## src/rtl/mul_arbiter.sv

```systemverilog
// mul_arbiter: round-robin front end that shares one multi-cycle signed
// multiplier among NREQ requesters. One operation is in flight at a time.
// Each operation is accepted, issued, awaited (with a timeout) and then
// returned through a valid/ready response handshake.
module mul_arbiter #(
    parameter int WIDTH   = 8,
    parameter int NREQ    = 4,
    parameter int TIMEOUT = 2 * WIDTH + 4
) (
    input  logic                    clk,
    input  logic                    rst,
    input  logic [NREQ-1:0]         req_valid,
    output logic [NREQ-1:0]         req_ready,
    input  logic [NREQ*WIDTH-1:0]   req_x,
    input  logic [NREQ*WIDTH-1:0]   req_y,
    output logic [NREQ-1:0]         resp_valid,
    input  logic [NREQ-1:0]         resp_ready,
    output logic [2*WIDTH-1:0]      resp_z,
    output logic                    resp_err,
    output logic                    mul_start,
    output logic [WIDTH-1:0]        mul_x,
    output logic [WIDTH-1:0]        mul_y,
    input  logic [2*WIDTH-1:0]      mul_z,
    input  logic                    mul_valid,
    output logic                    busy
);

    localparam int IW = (NREQ > 1) ? $clog2(NREQ) : 1;
    localparam int TW = (TIMEOUT > 1) ? $clog2(TIMEOUT) : 1;
    localparam logic [NREQ-1:0] ONE = NREQ'(1);

    typedef enum logic [1:0] {IDLE, ISSUE, BUSY, RESP} state_t;

    state_t          state;
    logic [IW-1:0]   g;
    logic [IW-1:0]   ptr;
    logic [WIDTH-1:0] op_x;
    logic [WIDTH-1:0] op_y;
    logic [TW-1:0]   tcnt;

    logic [WIDTH-1:0] x_slice [NREQ];
    logic [WIDTH-1:0] y_slice [NREQ];
    logic [IW:0]      pick;
    logic             pick_found;
    logic [IW-1:0]    pick_idx;

    // Scan the request vector starting at the round-robin pointer, wrapping
    // around; the first pending requester found wins.
    function automatic logic [IW:0] find_next(input logic [NREQ-1:0] v,
                                              input logic [IW-1:0]   start);
        logic [IW:0] r;
        int          idx;
        r = '0;
        for (int k = 0; k < NREQ; k++) begin
            idx = int'(start) + k;
            if (idx >= NREQ) idx = idx - NREQ;
            if (!r[IW] && v[IW'(idx)]) r = {1'b1, IW'(idx)};
        end
        return r;
    endfunction

    genvar i;
    for (i = 0; i < NREQ; i++) begin : g_unpack
        assign x_slice[i] = req_x[i*WIDTH +: WIDTH];
        assign y_slice[i] = req_y[i*WIDTH +: WIDTH];
    end

    assign pick       = find_next(req_valid, ptr);
    assign pick_found = pick[IW];
    assign pick_idx   = pick[IW-1:0];

    // Accept strobe is combinational so the grant lands in the same cycle
    // the request is seen; it is forced low while reset is held.
    assign req_ready = (state == IDLE && !rst && pick_found) ? (ONE << pick_idx) : '0;

    // Operands stay parked on the multiplier inputs between accepts.
    assign mul_x = op_x;
    assign mul_y = op_y;

    // Sequencer: accept -> issue start -> wait for product or timeout -> respond.
    always_ff @(posedge clk or posedge rst) begin
        if (rst) begin
            state      <= IDLE;
            g          <= '0;
            ptr        <= '0;
            op_x       <= '0;
            op_y       <= '0;
            resp_z     <= '0;
            resp_err   <= 1'b0;
            tcnt       <= '0;
            mul_start  <= 1'b0;
            busy       <= 1'b0;
            resp_valid <= '0;
        end else begin
            case (state)
                IDLE: begin
                    if (pick_found) begin
                        g         <= pick_idx;
                        op_x      <= x_slice[pick_idx];
                        op_y      <= y_slice[pick_idx];
                        mul_start <= 1'b1;
                        busy      <= 1'b1;
                        state     <= ISSUE;
                    end
                end
                ISSUE: begin
                    mul_start <= 1'b0;
                    tcnt      <= '0;
                    state     <= BUSY;
                end
                BUSY: begin
                    if (mul_valid) begin
                        resp_z     <= mul_z;
                        resp_err   <= 1'b0;
                        resp_valid <= ONE << g;
                        state      <= RESP;
                    end else if (tcnt == TW'(TIMEOUT - 1)) begin
                        resp_z     <= '0;
                        resp_err   <= 1'b1;
                        resp_valid <= ONE << g;
                        state      <= RESP;
                    end else begin
                        tcnt <= tcnt + 1'b1;
                    end
                end
                RESP: begin
                    if (resp_ready[g]) begin
                        resp_valid <= '0;
                        busy       <= 1'b0;
                        ptr        <= (g == IW'(NREQ - 1)) ? '0 : g + 1'b1;
                        state      <= IDLE;
                    end
                end
                default: begin
                    state <= IDLE;
                end
            endcase
        end
    end

endmodule

```

## config.mk

```make
export PLATFORM = sky130hd
export DESIGN_NAME = mul_arbiter
export DESIGN_NICKNAME = d
export VERILOG_FILES = /design/src/rtl/mul_arbiter.sv
export SDC_FILE = /design/constraint.sdc
export NUM_CORES = 1
export LEC_CHECK = 0
export CORE_MARGIN = 2
export CORE_UTILIZATION = 42
export DETAILED_ROUTE_END_ITERATION = 7
export PLACE_DENSITY = 0.88
export SLEW_MARGIN = 20
export SYNTH_ARGS = -nofsm -noshare
export SYNTH_HDL_FRONTEND = slang
export SYNTH_SLANG_ARGS = --single-unit
```

## constraint.sdc

```tcl
create_clock -name clk -period 2.5 [get_ports clk]
set_input_delay 0.25 -clock clk [delete_from_list [all_inputs] [get_ports clk]]
set_output_delay 0.25 -clock clk [all_outputs]
set_load 0.01 [all_outputs]
```

After elaboration in Yosys (flattened, before gate mapping)
Cells that the tools add are included.

Register bits after elaboration: 50. Input port bits: 91. Logic and storage cells: 116.

Add/sub/neg operators: 9. $lt $le $gt $ge: 10. Eq/ne operators: 10. Shifts and indexed selects: 2. Multiplexer cells: 50. Bitwise logic cells: 1. Reductions and logical operators: 23.

Operator list (number): $bmux 8 s2 (2); $mux 16 (2); $mux 8 (4); $mux 2 (9); $lt 2x4->1 const B (4); $mux 4 (4); $mux 1 (13); $ge 3x3->1 const B (4); $mux 3 (4); $reduce_and 3->1 (4); $bmux 1 s2 (5); $mux 5 (2); $pmux 5 s2 (1); $reduce_bool 2->1 (5); $ne 2x2->1 const B (4); $pmux 2 s4 (1); $pmux 4 s2 (1); $reduce_and 2->1 (4); $shl 1x2->4 const A (2); $sub 2x1->2 const B (4); $add 2x2->3 const B (2); $eq 2x2->1 const B (3); $add 5x1->5 const B (1); $eq 5x5->1 const B (1); other kinds (11) (19).

Depth between registers and ports, before layout
Depth after elaboration: 19. Gate-level depth with buffers: 7. Gate-level depth less buffers: 6.

Worst setup path before layout
Ideal clock, no wire load.

Kind: input -> output. Start: in rst. End: out req_ready[0]. Arrival: 1.676 ns. Required time: 2.250 ns. Path slack: 0.574 ns. Cell stages on the path: 2. Buffers on the path: 0. Cells stage by stage: inv_1 > and3_1.

Longest elaborated chain between the ends: 4.

RTL lines: from (decl) (RTL line 11) `input logic rst,`; $logic_not 1->1 (no source line); $logic_and 1x1->1 (2 in series) (RTL line 74) `assign req_ready = (state == IDLE && !rst && pick_found) ? (ONE << pick_idx) : '0;`; $mux 4 (RTL line 74); to (decl) (RTL line 13) `output logic [NREQ-1:0] req_ready,`.

No other way between the ends.

Worst setup path after layout
Start: reg state[0]. End: out req_ready[0].

Longest elaborated chain between the ends: 4.

RTL lines: from (decl) (RTL line 34) `state_t state;`; from (signal assigned) (RTL line 83) `state <= IDLE;`; from (signal assigned) (RTL line 103) `state <= ISSUE;`; from (signal assigned) (RTL line 109) `state <= BUSY;`; $logic_not 2->1 (RTL line 74); $logic_and 1x1->1 (2 in series) (RTL line 74); $mux 4 (RTL line 74).

No other way between the ends.

==> results.sh <==
export IMPL_grt_antenna_before_repair=0
export IMPL_drt_iter0_drc=153
export IMPL_setup_viol=0
export IMPL_die_y_um=87.1
export IMPL_drt_wl_total_um=8760
export IMPL_grt_pass1_wl_um=14000
export IMPL_finalSetupTns_ps=0
export IMPL_maxSlewHeadroom_pct=30.8
export IMPL_track_usage_pct=23.5
export IMPL_vias=2982
export IMPL_n_antenna_cell=0
export IMPL_place_area_um2=4350
export IMPL_max_cap_violations=0
export IMPL_skew_ps=4.83
export IMPL_status="complete, no violations"
export IMPL_drc=0
export IMPL_cts_setup_buffers=0
export IMPL_ant_nets=0
export IMPL_syn_area_per_cell_um2=9.64
export IMPL_syn_area_um2=2900
export IMPL_synth_top_area_share_pct=43.1
export IMPL_critPathMaxFanout=5
export IMPL_synth_ff_latch_count=50
export IMPL_fin_crit_ps=2390
export IMPL_ys_flop_type="dfrtp_1"
export IMPL_ys_warn_count=0
export IMPL_grt_pass1_vias=2998
export IMPL_port_buffers=133
export IMPL_numCtsBuffers=5
export IMPL_worst_slew_pin_slew_ps=1030
export IMPL_place_congestion=0.864
export IMPL_postCtsHoldBufs=0
export IMPL_dieArea_um2=7590
export IMPL_dp_hpwl_um=6660
export IMPL_firstDrtPassIters=5
export IMPL_cts_root_buf="clkbuf_8"
export IMPL_start_kind="register"
export IMPL_clock_fmax_ghz=0.419
export IMPL_core_um2=6760
export IMPL_start_util_pct=42.9
export IMPL_critical_path_endpoint_type="primary output"
export IMPL_syn2layout_area_growth_pct=54.1
export IMPL_vias_per_cell=5.79
export IMPL_synthTopCellsByArea="dfrtp_1 (43%), a22o_1 (5.4%), o211ai_1 (4.7%), a22oi_1 (4.4%), a31oi_1 (4.3%)"
export IMPL_peakVddDrop_uv=495
export IMPL_netlist_instances=301
export IMPL_r2r_cells=6
export IMPL_htree_num_levels=2
export IMPL_grt_max_degree=46
export IMPL_post_drt_wl_per_cell_um=17.0
export IMPL_die_w_um=87.1
export IMPL_cts_tree="done"
export IMPL_ys_types=47
export IMPL_clk_pin_slew_ps=100
export IMPL_pwr_density_cell_nw_per_um2=1020
export IMPL_required_ps=2250
export IMPL_final_hold_viol_count=0
export IMPL_power_mw=4.56
export IMPL_cts_resized_gates=1
export IMPL_rows=30
export IMPL_critPathKind="register to primary output"
export IMPL_synth_fp_nets=402
export IMPL_worstHoldPathType="input port to async pin"
export IMPL_clk_path_buf_depth=2
export IMPL_synthArstFlopShare_pct=100
export IMPL_clock_sinks=50
export IMPL_p_leak_nw=1.92
export IMPL_synth_area_leader_cell="dfrtp_1"
export IMPL_grt_ovfl_total=0
export IMPL_finalCritPeriodShare_pct=95.5
export IMPL_final_cell_area_um2=4470
export IMPL_num_fill_cells=527
export IMPL_ios=134
export IMPL_drive_gt1_share_pct=9.43
export IMPL_clkLatencyLatePin_ps=310
export IMPL_yosysSeqAreaShare_pct=43.1
export IMPL_layout_nets=535
export IMPL_arrival_ps=2140
export IMPL_synth_edf_count=0
export IMPL_drv_slew=0
-- state kept, by name (all words and copies together), names as in the netlist --
signal and count:
busy 1, g 2, mul_start 1, mul_x 8, mul_y 8, ptr 2, resp_err 1, resp_valid 4
resp_z 16, state 2, tcnt 5
-- metrics by stage --
| step | setup WS [ps] | cells | hold slack, ps | util (%) |
|---|---|---|---|---|
| final | 111 | 515 | 202 | 66.1 |
| after global routing | -0.640 | 515 | 212 | 66.1 |
| after CTS | 14.3 | 515 | 200 | 66.1 |
| after detailed placement | 35.7 | 507 | 484 | 64.3 |
| after global placement | 68.2 | 507 | 484 | 64.3 |
| after floorplan | 574 | 301 | 348 | - |
-- power breakdown --
| group | switching (mW) | total [mW] | internal, mW |
|---|---|---|---|
| clock | 0.293 | 0.598 | 0.306 |
| sequential | 0.285 | 1.46 | 1.17 |
| combinational | 1.20 | 2.50 | 1.30 |
| total | 1.78 | 4.56 | 2.78 |
-- cell families after synthesis --
| family | share of synthesized area, % |
|---|---|
| AO/OA/AOI/OAI | 29.2 |
| adder cells (fa/ha/maj) | 4.31 |
| buffers and inverters | 5.74 |
| flip-flops | 43.1 |
| multiplexers | 2.29 |
| AND/OR/NAND/NOR | 15.3 |
-- path summary, 6_finish.rpt --
kind / start / slack (ps) / endpoint
max: state[0]$_DFFE_PP0P_ / 110 / req_ready[0]
min: rst / 200 / mul_x[4]$_DFFE_PP0P_
max reg2reg: state[0]$_DFFE_PP0P_ / 240 / resp_z[0]$_DFFE_PP0P_
min reg2reg: resp_z[4]$_DFFE_PP0P_ / 510 / resp_z[4]$_DFFE_PP0P_
max in group asynchronous: rst / 1520 / resp_z[9]$_DFFE_PP0P_
min in group clk: resp_z[4]$_DFFE_PP0P_ / 510 / resp_z[4]$_DFFE_PP0P_
-- layer usage --
layer	global-route usage [%]	share of wire, %	wire (µm)
met1	26.2	37	3260
met2	42.5	51	4460
met3	7.20	9.4	821
met4	7.83	2.6	225
met5	0	0	0
-- layout make-up --
type                            count  area [µm²]  share of cell area (%)
Clock buffer                        5        68.8                    1.54
Tap cell                           80         100                    2.24
Timing Repair Buffer              152        1480                    33.0
Clock inverter                      3        47.5                    1.06
Inverter                           10        37.5                   0.840
Sequential cell                    50        1250                    28.0
Multi-Input combinational cell    215        1490                    33.3
-- worst max-delay path: stages (launching register included) --
cell             delay [ps]
dfrtp_1                 420
inv_1                   140
ha_2                    240
nor2b_2                 220
and3_1                  240
clkdlybuf4s50_1         570
-- cells in the final DEF (no fill, tap or decap), types with 2 or more instances in the layout --
master / count
a21o_1: 3
dfrtp_1: 50
clkdlybuf4s50_1: 132
a22oi_1: 17
mux2_2: 2
nor3_1: 4
ha_1: 9
o211ai_1: 18
nand2b_1: 3
a31oi_1: 20
nand3_1: 6
and3_1: 18
clkbuf_8: 5
inv_1: 9
nor2_1: 20
a21oi_1: 18
o21ai_0: 15
nand2_1: 10
nor2b_1: 7
a22o_1: 18
buf_4: 19
inv_6: 2
-- cell usage after synthesis (13+ instances only) --
library cell	number
dfrtp_1	50
a31oi_1	20
nor2_1	20
a21oi_1	18
a22o_1	18
and3_1	18
o211ai_1	18
a22oi_1	17
o21ai_0	15
buf_2	13
No activity file was read; power rests on OpenSTA's default activity.
==> patch, RTL diff (same flow settings) <==
Encoding of `state_t`: now Gray code (2 bits for 4 states).
--- a/src/rtl/mul_arbiter.sv
+++ b/src/rtl/mul_arbiter.sv
@@ -29,7 +29,7 @@
     localparam int TW = (TIMEOUT > 1) ? $clog2(TIMEOUT) : 1;
     localparam logic [NREQ-1:0] ONE = NREQ'(1);
 
-    typedef enum logic [1:0] {IDLE, ISSUE, BUSY, RESP} state_t;
+    typedef enum logic [1:0] {IDLE = 2'b00, ISSUE = 2'b01, BUSY = 2'b11, RESP = 2'b10} state_t;
 
     state_t          state;
     logic [IW-1:0]   g;
Behaviour: same outputs for any inputs over 10 cycles, from zero or initial values and one cycle with rst high; not proved beyond that.
==> patch against the unedited design <==
  * First-iteration DRC count increased by 67%
  * Total power decreased by 3.8%
  * Cell area decreased by 2.8%
  * Routed wire length decreased by 0.14%
  * Clock skew about the same
  * Register-to-register slack improved by 520 ps
  * Combinational power decreased by 2%
  * Highest routed layer unchanged
  * Setup slack improved by 47 ps
  * Synthesized area decreased by 4.4%
  * Fmax increased by 2.0%
  * Sequential cell count unchanged
==> patch: results (changes against the unedited design) <==
<table>
<tr><th>Metric</th><th>Value</th></tr>
<tr><th colspan="2">Yosys</th></tr>
<tr><td>Number of distinct library cells after synthesis</td><td>45 (-4.3%)</td></tr>
<tr><td>Top cell types by occurrence after synthesis</td><td>dfrtp_1 (50), nor2_1 (21), a21oi_1 (20), and3_1 (19)</td></tr>
<tr><td>Area share of the largest cell type after synthesis</td><td>45.1% (+2.0 points)</td></tr>
<tr><td>Post-Synthesis Mean Instance Area</td><td>9.63 sq um (about the same)</td></tr>
<tr><th colspan="2">Global route</th></tr>
<tr><td>Total routing usage reported by global routing</td><td>23.9% (+0.40 points)</td></tr>
<tr><td>Pin count of the biggest net entering global routing</td><td>29 (-37%)</td></tr>
<tr><td>Routing usage on met3</td><td>4.67% (-2.5 points)</td></tr>
<tr><th colspan="2">Drt</th></tr>
<tr><td>Via-per-instance ratio</td><td>5.75 (-0.67%)</td></tr>
<tr><td>Per-cell routed wire length</td><td>17.4 microns (+2.2%)</td></tr>
<tr><td>First-iteration detailed-routing DRC count</td><td>256 (+67%)</td></tr>
<tr><td>Via total after detailed routing</td><td>2893 (-3.0%)</td></tr>
<tr><th colspan="2">Critical path</th></tr>
<tr><td>Crit path launch type</td><td>input port</td></tr>
<tr><td>Critical path endpoint</td><td>req_ready[3]</td></tr>
<tr><td>Worst flop-to-flop path endpoint</td><td>ptr[1]$_DFFE_PP0P_</td></tr>
<tr><td>R2R depth</td><td>3 (-3)</td></tr>
<tr><td>Worst reg-to-reg setup slack</td><td>760 ps (+520 ps)</td></tr>
<tr><td>Reg-to-reg startpoint</td><td>g[0]$_DFFE_PP0P_</td></tr>
<tr><th colspan="2">Status</th></tr>
<tr><td>Outcome</td><td>finished clean</td></tr>
<tr><th colspan="2">Timing</th></tr>
<tr><td>Relative slew margins</td><td>63.8% (+33 points)</td></tr>
<tr><td>Post-route minimum period</td><td>2340 ps (-46.8 ps)</td></tr>
<tr><td>Skew final</td><td>5.05 ps (+0.215 ps)</td></tr>
<tr><th colspan="2">Placement</th></tr>
<tr><td>Detail Placement HPWL</td><td>6720 microns (+0.94%)</td></tr>
<tr><td>Inst Count DP</td><td>494 (-2.6%)</td></tr>
<tr><th colspan="2">Layout</th></tr>
<tr><td>Number of filler instances in the final layout</td><td>509 (-3.4%)</td></tr>
<tr><td>Share of final-layout standard cells stronger than drive strength 1</td><td>11.0% (+1.6 points)</td></tr>
<tr><td>Final net count</td><td>521 (-2.6%)</td></tr>
</table>
-- patch: worst min path at each step --
stage	from	endpoint	slack, ps	cells past startpoint
floorplan	mul_z[8]	resp_z[8]$_DFFE_PP0P_	380	1
global placement	resp_err$_DFFE_PP0P_	resp_err$_DFFE_PP0P_	480	2
detailed placement	resp_z[7]$_DFFE_PP0P_	resp_z[7]$_DFFE_PP0P_	490	1
CTS	rst	mul_y[1]$_DFFE_PP0P_	460	3
global route	rst	mul_y[2]$_DFFE_PP0P_	480	3
finish	req_valid[3]	g[1]$_DFFE_PP0P_	430	3
-- patch: layout make-up --
| type | instances | area, sq um | share of cell area, % |
|---|---|---|---|
| Multi-Input combinational cell | 196 | 1340 | 30.8 |
| Sequential cell | 50 | 1250 | 28.8 |
| Tap cell | 77 | 96.3 | 2.22 |
| Timing Repair Buffer | 157 | 1510 | 34.8 |
| Clock buffer | 5 | 68.8 | 1.58 |
| Inverter | 15 | 56.3 | 1.30 |
| Clock inverter | 3 | 21.3 | 0.489 |
-- patch: logic make-up after synthesis --
group	share of synthesized area [%]
simple gates	13.5
xor+xnor	0.632
buf+inv	7.31
mux	1.58
flops	45.1
compound gates	29.6
fa+ha+maj	2.26
-- patch: routing by layer --
| layer | share of wire (%) | wire (microns) | up-vias |
|---|---|---|---|
| li1 | - | - | 1347 |
| met1 | 38 | 3360 | 1344 |
| met2 | 51 | 4430 | 176 |
| met3 | 8.3 | 724 | 26 |
| met4 | 2.6 | 229 | 0 |
| met5 | 0 | 0 | - |
-- patch: report_power, final --
part	switching, mW	internal, mW
clock network	0.272	0.197
registers	0.277	1.19
logic	1.18	1.28
total	1.73	2.66
-- patch: critical path: stages --
cell,delay (ps)
clkdlybuf4s50_1,550
nor4_2,80
or3_2,470
nor3_1,150
clkdlybuf4s50_1,590
